## config.mk

```make
export PLATFORM = sky130hd
export DESIGN_NAME = pwd_auth_ctrl_p
export DESIGN_NICKNAME = d
export VERILOG_FILES = /design/src/rtl/pwd_pkg.sv /design/src/rtl/pwd_auth_ctrl_p_timer.sv /design/src/rtl/pwd_auth_ctrl_p.sv
export SDC_FILE = /design/constraint.sdc
export NUM_CORES = 1
export LEC_CHECK = 0
export ABC_AREA = 0
export BUFFER_PORTS_ARGS = -buffer_cell sky130_fd_sc_hd__buf_2
export CORE_MARGIN = 2
export CORE_UTILIZATION = 39
export DETAILED_ROUTE_END_ITERATION = 10
export SLEW_MARGIN = 20
export SYNTH_ARGS = -nofsm -noshare
export SYNTH_HDL_FRONTEND = slang
export SYNTH_SLANG_ARGS = --single-unit
```

## constraint.sdc

```tcl
create_clock -name clk -period 2.5 [get_ports clk]
set_clock_uncertainty 0.1 [all_clocks]
set_input_delay 0.125 -clock clk [delete_from_list [all_inputs] [get_ports clk]]
set_output_delay 0.125 -clock clk [all_outputs]
set_load 0.005 [all_outputs]
```

## src/rtl/pwd_pkg.sv

```systemverilog
// Shared definitions for the password authentication controller:
// state encoding, derived-width helpers and the controller state type.
package pwd_pkg;

  localparam logic [2:0] S_IDLE    = 3'd0;
  localparam logic [2:0] S_ENTER   = 3'd1;
  localparam logic [2:0] S_FETCH   = 3'd2;
  localparam logic [2:0] S_WAIT    = 3'd3;
  localparam logic [2:0] S_CATCH   = 3'd4;
  localparam logic [2:0] S_COMPARE = 3'd5;
  localparam logic [2:0] S_GRANTED = 3'd6;
  localparam logic [2:0] S_LOCKED  = 3'd7;

  typedef enum logic [2:0] {
    ST_IDLE    = S_IDLE,
    ST_ENTER   = S_ENTER,
    ST_FETCH   = S_FETCH,
    ST_WAIT    = S_WAIT,
    ST_CATCH   = S_CATCH,
    ST_COMPARE = S_COMPARE,
    ST_GRANTED = S_GRANTED,
    ST_LOCKED  = S_LOCKED
  } state_t;

  // Total bits of a whole password (digit 0 lives in the MSBs).
  function automatic int pwd_width(input int num_digits, input int digit_w);
    return num_digits * digit_w;
  endfunction

  // Bits needed to index 0..num_digits-1 (never narrower than 1).
  function automatic int idx_width(input int num_digits);
    return (num_digits <= 1) ? 1 : $clog2(num_digits);
  endfunction

  // Bits needed to hold the value n itself (never narrower than 1).
  function automatic int count_width(input int n);
    return (n < 1) ? 1 : $clog2(n + 1);
  endfunction

endpackage

```

## src/rtl/pwd_auth_ctrl_p_timer.sv

```systemverilog
// Lockout countdown: loaded with LOCK_CYC, decrements while enabled,
// and flags the final cycle of the lockout so the FSM leaves on time.
module pwd_lockout_timer
  import pwd_pkg::*;
#(
  parameter int LOCK_CYC = 1000
) (
  input  logic clk,
  input  logic reset,
  input  logic load,
  input  logic en,
  output logic done
);

  localparam int CNT_W = count_width(LOCK_CYC);

  logic [CNT_W-1:0] cnt_reg;

  // Reload on request, otherwise count down towards zero while enabled.
  always_ff @(posedge clk) begin
    if (!reset) begin
      cnt_reg <= '0;
    end else if (load) begin
      cnt_reg <= CNT_W'(LOCK_CYC);
    end else if (en && (cnt_reg != '0)) begin
      cnt_reg <= cnt_reg - CNT_W'(1);
    end
  end

  // Last lockout cycle: the FSM exits on this edge so lock lasts LOCK_CYC cycles.
  assign done = en && (cnt_reg <= CNT_W'(1));

endmodule

```

## src/rtl/pwd_auth_ctrl_p.sv

```systemverilog
// Password authentication controller: captures an entered password, reads the
// stored one from an external synchronous ROM digit by digit, compares them,
// and manages retries with a timed lockout after too many failures.
module pwd_auth_ctrl_p
  import pwd_pkg::*;
#(
  parameter int DIGIT_W    = 4,
  parameter int NUM_DIGITS = 4,
  parameter int ADDR_W     = 5,
  parameter int ROM_LAT    = 2,
  parameter int MAX_TRIES  = 3,
  parameter int LOCK_CYC   = 1000
) (
  input  logic                             clk,
  input  logic                             reset,
  input  logic                             user_id_ok,
  input  logic                             load_digit,
  input  logic [DIGIT_W-1:0]               digit_in,
  input  logic [ADDR_W-1:0]                base_addr,
  input  logic                             logout,
  output logic [ADDR_W-1:0]                rom_addr,
  input  logic [DIGIT_W-1:0]               rom_data,
  output logic                             green_led,
  output logic                             red_led,
  output logic                             lock_led,
  output logic [DIGIT_W-1:0]               digit_display,
  output logic [$clog2(MAX_TRIES+1)-1:0]   tries_left
);

  localparam int PWD_W  = pwd_width(NUM_DIGITS, DIGIT_W);
  localparam int IDX_W  = idx_width(NUM_DIGITS);
  localparam int TRY_W  = $clog2(MAX_TRIES + 1);
  localparam int WAIT_W = count_width(ROM_LAT);

  localparam logic [IDX_W-1:0]  LAST_IDX   = IDX_W'(NUM_DIGITS - 1);
  localparam logic [TRY_W-1:0]  TRIES_INIT = TRY_W'(MAX_TRIES);
  localparam logic [WAIT_W-1:0] WAIT_LAST  = WAIT_W'(ROM_LAT - 1);

  state_t              state_reg;
  logic [IDX_W-1:0]    idx_reg;
  logic [WAIT_W-1:0]   wait_cnt_reg;
  logic [ADDR_W-1:0]   base_reg;
  logic [ADDR_W-1:0]   rom_addr_reg;
  logic [DIGIT_W-1:0]  entered_reg [NUM_DIGITS];
  logic [DIGIT_W-1:0]  stored_reg  [NUM_DIGITS];
  logic [DIGIT_W-1:0]  display_reg;
  logic [TRY_W-1:0]    tries_reg;
  logic                green_reg;
  logic                red_reg;
  logic                lock_reg;

  logic [PWD_W-1:0]    entered_flat;
  logic [PWD_W-1:0]    stored_flat;
  logic                pwd_match;
  logic                timer_load;
  logic                timer_en;
  logic                timer_done;

  // Digit 0 occupies the MSBs of the flattened password vectors.
  for (genvar gi = 0; gi < NUM_DIGITS; gi++) begin : g_flat
    assign entered_flat[PWD_W-1-gi*DIGIT_W -: DIGIT_W] = entered_reg[gi];
    assign stored_flat[PWD_W-1-gi*DIGIT_W -: DIGIT_W]  = stored_reg[gi];
  end

  assign pwd_match = (entered_flat == stored_flat);

  // Preloading in COMPARE is harmless: the count only matters once LOCKED.
  assign timer_load = (state_reg == ST_COMPARE);
  assign timer_en   = (state_reg == ST_LOCKED);

  pwd_lockout_timer #(
    .LOCK_CYC (LOCK_CYC)
  ) u_timer (
    .clk   (clk),
    .reset (reset),
    .load  (timer_load),
    .en    (timer_en),
    .done  (timer_done)
  );

  // Main controller: entry capture, ROM fetch sequencing, compare, retry and lockout.
  always_ff @(posedge clk) begin
    if (!reset) begin
      state_reg    <= ST_IDLE;
      idx_reg      <= '0;
      wait_cnt_reg <= '0;
      base_reg     <= '0;
      rom_addr_reg <= '0;
      display_reg  <= '0;
      tries_reg    <= TRIES_INIT;
      green_reg    <= 1'b0;
      red_reg      <= 1'b1;
      lock_reg     <= 1'b0;
      for (int i = 0; i < NUM_DIGITS; i++) begin
        entered_reg[i] <= '0;
        stored_reg[i]  <= '0;
      end
    end else begin
      case (state_reg)
        ST_IDLE: begin
          if (user_id_ok) state_reg <= ST_ENTER;
        end

        ST_ENTER, ST_FETCH, ST_WAIT, ST_CATCH, ST_COMPARE: begin
          if (!user_id_ok) begin
            // Losing the user ID throws away any partial entry but keeps the retry count.
            state_reg <= ST_IDLE;
            idx_reg   <= '0;
            for (int i = 0; i < NUM_DIGITS; i++) begin
              entered_reg[i] <= '0;
              stored_reg[i]  <= '0;
            end
          end else begin
            case (state_reg)
              ST_ENTER: begin
                if (load_digit) begin
                  entered_reg[idx_reg] <= digit_in;
                  display_reg          <= digit_in;
                  if (idx_reg == LAST_IDX) begin
                    idx_reg   <= '0;
                    base_reg  <= base_addr;
                    state_reg <= ST_FETCH;
                  end else begin
                    idx_reg <= idx_reg + IDX_W'(1);
                  end
                end
              end
              ST_FETCH: begin
                rom_addr_reg <= base_reg + ADDR_W'(idx_reg);
                wait_cnt_reg <= '0;
                state_reg    <= ST_WAIT;
              end
              ST_WAIT: begin
                if (wait_cnt_reg == WAIT_LAST) state_reg <= ST_CATCH;
                else wait_cnt_reg <= wait_cnt_reg + WAIT_W'(1);
              end
              ST_CATCH: begin
                stored_reg[idx_reg] <= rom_data;
                if (idx_reg == LAST_IDX) begin
                  idx_reg   <= '0;
                  state_reg <= ST_COMPARE;
                end else begin
                  idx_reg   <= idx_reg + IDX_W'(1);
                  state_reg <= ST_FETCH;
                end
              end
              default: begin  // ST_COMPARE
                if (pwd_match) begin
                  green_reg <= 1'b1;
                  red_reg   <= 1'b0;
                  tries_reg <= TRIES_INIT;
                  state_reg <= ST_GRANTED;
                end else begin
                  tries_reg <= tries_reg - TRY_W'(1);
                  idx_reg   <= '0;
                  for (int i = 0; i < NUM_DIGITS; i++) entered_reg[i] <= '0;
                  if (tries_reg == TRY_W'(1)) begin
                    lock_reg  <= 1'b1;
                    state_reg <= ST_LOCKED;
                  end else begin
                    state_reg <= ST_ENTER;
                  end
                end
              end
            endcase
          end
        end

        ST_GRANTED: begin
          if (logout) begin
            state_reg   <= ST_IDLE;
            green_reg   <= 1'b0;
            red_reg     <= 1'b1;
            display_reg <= '0;
            idx_reg     <= '0;
            for (int i = 0; i < NUM_DIGITS; i++) begin
              entered_reg[i] <= '0;
              stored_reg[i]  <= '0;
            end
          end
        end

        ST_LOCKED: begin
          if (timer_done) begin
            lock_reg  <= 1'b0;
            tries_reg <= TRIES_INIT;
            state_reg <= ST_IDLE;
          end
        end

        default: begin
          state_reg    <= ST_IDLE;
          idx_reg      <= '0;
          wait_cnt_reg <= '0;
          base_reg     <= '0;
          rom_addr_reg <= '0;
          display_reg  <= '0;
          tries_reg    <= TRIES_INIT;
          green_reg    <= 1'b0;
          red_reg      <= 1'b1;
          lock_reg     <= 1'b0;
          for (int i = 0; i < NUM_DIGITS; i++) begin
            entered_reg[i] <= '0;
            stored_reg[i]  <= '0;
          end
        end
      endcase
    end
  end

  assign rom_addr      = rom_addr_reg;
  assign green_led     = green_reg;
  assign red_led       = red_reg;
  assign lock_led      = lock_reg;
  assign digit_display = display_reg;
  assign tries_left    = tries_reg;

endmodule

```

After elaboration in Yosys (flattened, before gate mapping)
Memory sizes are Yosys's and may differ from the RTL's.
Cells that the tools add are included.

word-level totals
  bits in registers = 36
  latch bits = 0
  bits in writable memories = 32
  memory bits (read-only) = 0
  input bits = 18
  output and inout bits = 14
  word-level logic and storage cells = 192
  memories = 2

operators by class
  $add $sub $neg = 5
  multiply operators = 0
  div/mod/pow operators = 0
  $lt $le $gt $ge = 1
  equal/unequal tests = 27
  shifts and indexed selects = 0
  muxes and demuxes = 101
  bitwise logic cells = 21
  reduce and logical (&&, ||, !) cells = 23

memory list
  memory       depth  width  read ports  clocked after Yosys merged registers in  wr ports  RTL line               RTL
  entered_reg  4      4      4           0                                        4         pwd_auth_ctrl_p.sv:44  logic [DIGIT_W-1:0] entered_reg [NUM_DIGITS];
  stored_reg   4      4      4           0                                        4         pwd_auth_ctrl_p.sv:45  logic [DIGIT_W-1:0] stored_reg [NUM_DIGITS];

operator list
  kind                   count
  $mux 4                 26
  $mux 1                 41
  $mux 3                 10
  $mux 2                 12
  $pmux 3 s4             2
  $ne 2x2->1 const B     11
  $mux 10                2
  $or 1x1->1             20
  $reduce_and 5->1       4
  $eq 16x16->1           1
  $eq 3x3->1 const B     4
  $ne 4x4->1 const B     3
  $pmux 2 s2             3
  $reduce_and 6->1       2
  $reduce_or 4->1        3
  $le 10x1->1 const B    1
  $reduce_bool 10->1     1
  $sub 10x1->10 const B  1
  $pmux 4 s2             1
  $reduce_and 4->1       2
  $reduce_bool 2->1      4
  $eq 3x2->1 const B     2
  $pmux 1 s2             3
  $pmux 2 s3             1
  other kinds (14)       18

Depth between registers and ports, before layout
  depth in word-level cells = 10
  mapped depth = 7

By module
Synthesis repeated with hierarchy kept, for this count alone.

second synthesis, totals
  cell total of the unflattened synthesis = 395
  area, all modules = 3,528.4 µm²

modules (own cells, without submodules)
  module             instances  cells an instance  area an instance (µm²)  seq. area each (µm²)
  pwd_auth_ctrl_p    1          331                2,941.6                 1,321.3
  pwd_lockout_timer  1          64                 586.8                   200.2

Least setup slack after synthesis
OpenSTA, ideal clock, no wires.

  path kind = register to register
  start point = register u_timer.cnt_reg[0]
  end point = register state_reg[1]
  library setup time = 117 ps
  arrival = 1,680 ps
  required time = 2,283 ps
  setup slack = 603 ps
  cell stages (with the launch flop) = 8
  buffers on the path = 0
  period minus slack after synthesis = 1,897 ps
  cells stage by stage = dfxtp_1 inv_1 ha_1 nor2_1 and3b_2 o221ai_1 nor3_1 a32o_1

on the way
  word-level cells in the longest chain between the ends = 4

RTL lines
  item                               RTL line                     RTL
  from (decl)                        pwd_auth_ctrl_p_timer.sv:17  logic [CNT_W-1:0] cnt_reg;
  from (signal assigned)             pwd_auth_ctrl_p_timer.sv:24  cnt_reg <= CNT_W'(LOCK_CYC);
  from (signal assigned)             pwd_auth_ctrl_p_timer.sv:26  cnt_reg <= cnt_reg - CNT_W'(1);
  $le 10x1->1                        pwd_auth_ctrl_p_timer.sv:31  assign done = en && (cnt_reg <= CNT_W'(1));
  $logic_and 1x1->1                  pwd_auth_ctrl_p_timer.sv:31
  $ne 2x2->1 (no source line)        n/a
  $reduce_and 6->1 (no source line)  n/a
  to (signal assigned)               pwd_auth_ctrl_p.sv:84        state_reg <= ST_IDLE;
  to (signal assigned)               pwd_auth_ctrl_p.sv:101       if (user_id_ok) state_reg <= ST_ENTER;
  to (signal assigned)               pwd_auth_ctrl_p.sv:107       state_reg <= ST_IDLE;
  to (decl)                          pwd_auth_ctrl_p.sv:39        state_t state_reg;

Every way passes these cells.
A chain may end at the register's enable or synchronous reset.

==> run metrics <==
status finished, final reports clean; Top FF cell, synth dfxtp_1; Clock Tree Root clkbuf_8; Peak supply drop between 0.2 and 0.25 mV; flop-to-flop setup slack 0.27 ns; asr flop ratio synth 0; GRT overflow 0; Gate Count Post-Synth 359; CTS Buf Count 9; min-delay src reset; total nets after synthesis 388; Max Clk Rate 447.8 MHz; vias 2785; flops & latches, synth approximately 70; r2r worst-path depth 5; Final nets approximately 440; final worst-path cycle share 0.8933; Post-Synth Adder-Cell Area 0.04137; worst r2r dst entered_reg[3][3]; fillcell total 823; area grow syn2layout 16.80%; Initial Utilization 0.4023; Cell Pwr Density 548.8 nW/um^2; Final HPWL DP roughly 5.7 mm; largest net degree at the start of global routing 28; vias in the first global route 2671; Hold Path End tries_left[1]; H-tree depth 3; drt drc 0; final core occ 0.4699; clock tree buffer depth 2; DP Worst Slack 0.2733 ns; post-route ant nets 0; Die Area around 10000 um^2; initial antenna violation count 0; die height 98.85 um; post-synthesis mux area share 0.03424; Synth Area in XOR/XNOR 0.06740; clk sink count 68; gpl congestion 0.8302; core region area 8721 um^2; mean post-synth cell area 9.773 um^2; global-route wire length before repair approximately 13 mm; CP startpoint kind flip-flop; combinational family with the most area after synthesis simple AND/OR/NAND/NOR gates; Simple-Gate Fraction of Synth Area 0.2033; register area share after synthesis 0.4337; setup ws final 0.2668 ns; final wirelength 7.889 mm; CP max FO 17; most common cell after layout, fill and taps aside dfxtp_1; clock insertion delay at the later pin of the skew report roughly 0.36 ns; max-slew violation count 0; Reg-to-Reg Start state_reg[1]; cell leakage power 0.001590 uW; placed cell count just under 500; Avg Vias per Cell 5.345; unrepaired setup endpoints after global routing no; IO Pins 32; WS Path Type flip-flop to flip-flop; diode count 0; share of layout cells above drive strength 1 0.1768; Setup Fix Bufs, Post-CTS 0; Critical Path End Type flip-flop; Final Critical Period 2.233 ns; row count 34; Cell Count, Final, Fillers Out 521; drt pass-1 iters 4; Chip Width ~100 um; most frequent cells in the layout dfxtp_1 (52), nor2_1 (34), buf_2 (31), xor2_1 (22), nand2_1 (19); area share of the largest cell type after synthesis 0.2967; Fin. Hold Viols 0; synth top area cells dfxtp_1 (30%), edfxtp_1 (14%), xor2_1 (5.5%); Least-Margin Pin Slew 0.6541 ns; total global-route track usage 0.1713; Synth Cell Area 3508 um^2; # setup viols final 0; Worst slew margin 0.5633; EDFF count, synth 16; TritonCTS clock tree yes; number of port buffers 31; crit path DAT 2.39 ns; Synth Area in Compound Gates 0.1776; max_cap viols 0; drt wl/cell 15.14 um; required time worst endpoint roughly 2.7 ns; clock slew at reported path FFs 0.07 ns; Yosys cell types 59; Yosys top cell by area dfxtp_1; Hold WC Path Type primary input to flip-flop; Hold Path Depth 3; Synth Warn # 0; Iter 0 DRT Violations 115; total negative slack 0 ns
worst max-delay path by stage:
stage	end	slack [ns]	cells after the start	from
2_1_floorplan	state_reg[1]	0.60	7	u_timer.cnt_reg[0]
3_3_place_gp	idx_reg[0]	0.37	4	state_reg[1]
3_5_place_dp	entered_reg[3][3]	0.27	5	state_reg[1]
4_1_cts	entered_reg[3][3]	0.27	5	state_reg[1]
5_1_grt	entered_reg[3][3]	0.05	5	state_reg[1]
6_report	entered_reg[3][3]	0.27	5	state_reg[1]
routing by layer:
layer / up-vias / track usage / wire [um] / part of all wire
li1: 1412 / - / - / -
met1: 1298 / 0.2450 / 3929 / 0.50
met2: 65 / 0.2469 / 3405 / 0.43
met3: 10 / 0.04752 / 434 / 0.055
met4: 0 / 0.06217 / 121 / 0.015
met5: - / 0 / 0 / 0
worst max-delay path: stages (launching register included):
cell      delay [ns]
dfxtp_1         0.74
buf_4           0.31
a21oi_1         0.14
a211oi_1        0.48
a32oi_1         0.12
a211oi_1        0.26
logic make-up after synthesis:
family,count (synthesis)
multiplexers,12
AO/OA/AOI/OAI,78
XOR/XNOR,27
flip-flops,68
buffers and inverters,35
adder cells (fa/ha/maj),11
AND/OR/NAND/NOR,128
cell usage after synthesis, types with 4 or more instances:
master and n:
ha_1 10, nor2b_1 4, and2_1 8, a22o_1 12
nand3b_1 6, nor3_1 17, nand2b_1 4, o31ai_1 4
inv_1 17, xor2_1 22, nor2_1 34, o311ai_0 4
mux2i_1 12, nor4_1 6, xnor2_1 5, a21oi_1 15
nand3_1 11, clkbuf_1 10, a32oi_1 4, edfxtp_1 16
nand2_1 19, dfxtp_1 52, a211oi_1 12, o21ai_0 6
buf_2 5
report_power, final:
group / internal (uW) / total [uW] / switching, uW
Sequential: 1160 / 1200 / 37.3
Combinational: 114 / 265 / 152
Clock: 352 / 786 / 435
Total: 1620 / 2250 / 624
what timing repair did:
item / in CTS / in global routing
hold buffers: 13 / 0
gates resized for setup: 0 / 0
endpoints found under the setup margin: 0 / 0
hold endpoints to repair: 24 / 0
per-stage QoR:
| stage | hold slack (ns) | area (um^2) | total power [uW] |
|---|---|---|---|
| floorplan | 0.1577 | 3508 | 1388 |
| global placement | 0.2582 | 3800 | 1466 |
| detailed placement | 0.2724 | 3800 | 1470 |
| CTS | 0.07084 | 4098 | 2268 |
| global route | 0.09869 | 4098 | 2349 |
| finish | 0.09247 | 4098 | 2249 |
cell type report:
type / instances / area (um^2) / share of cell area
multi-input combinational: 256 / 1838 / 0.4485
clock inverter: 7 / 43.79 / 0.01069
inverter: 18 / 67.56 / 0.01649
tap: 108 / 135.1 / 0.03298
clock buffer: 9 / 123.9 / 0.03023
timing repair buffer: 55 / 367.9 / 0.08977
sequential: 68 / 1521 / 0.3713
(Power assumes the default switching activity.)
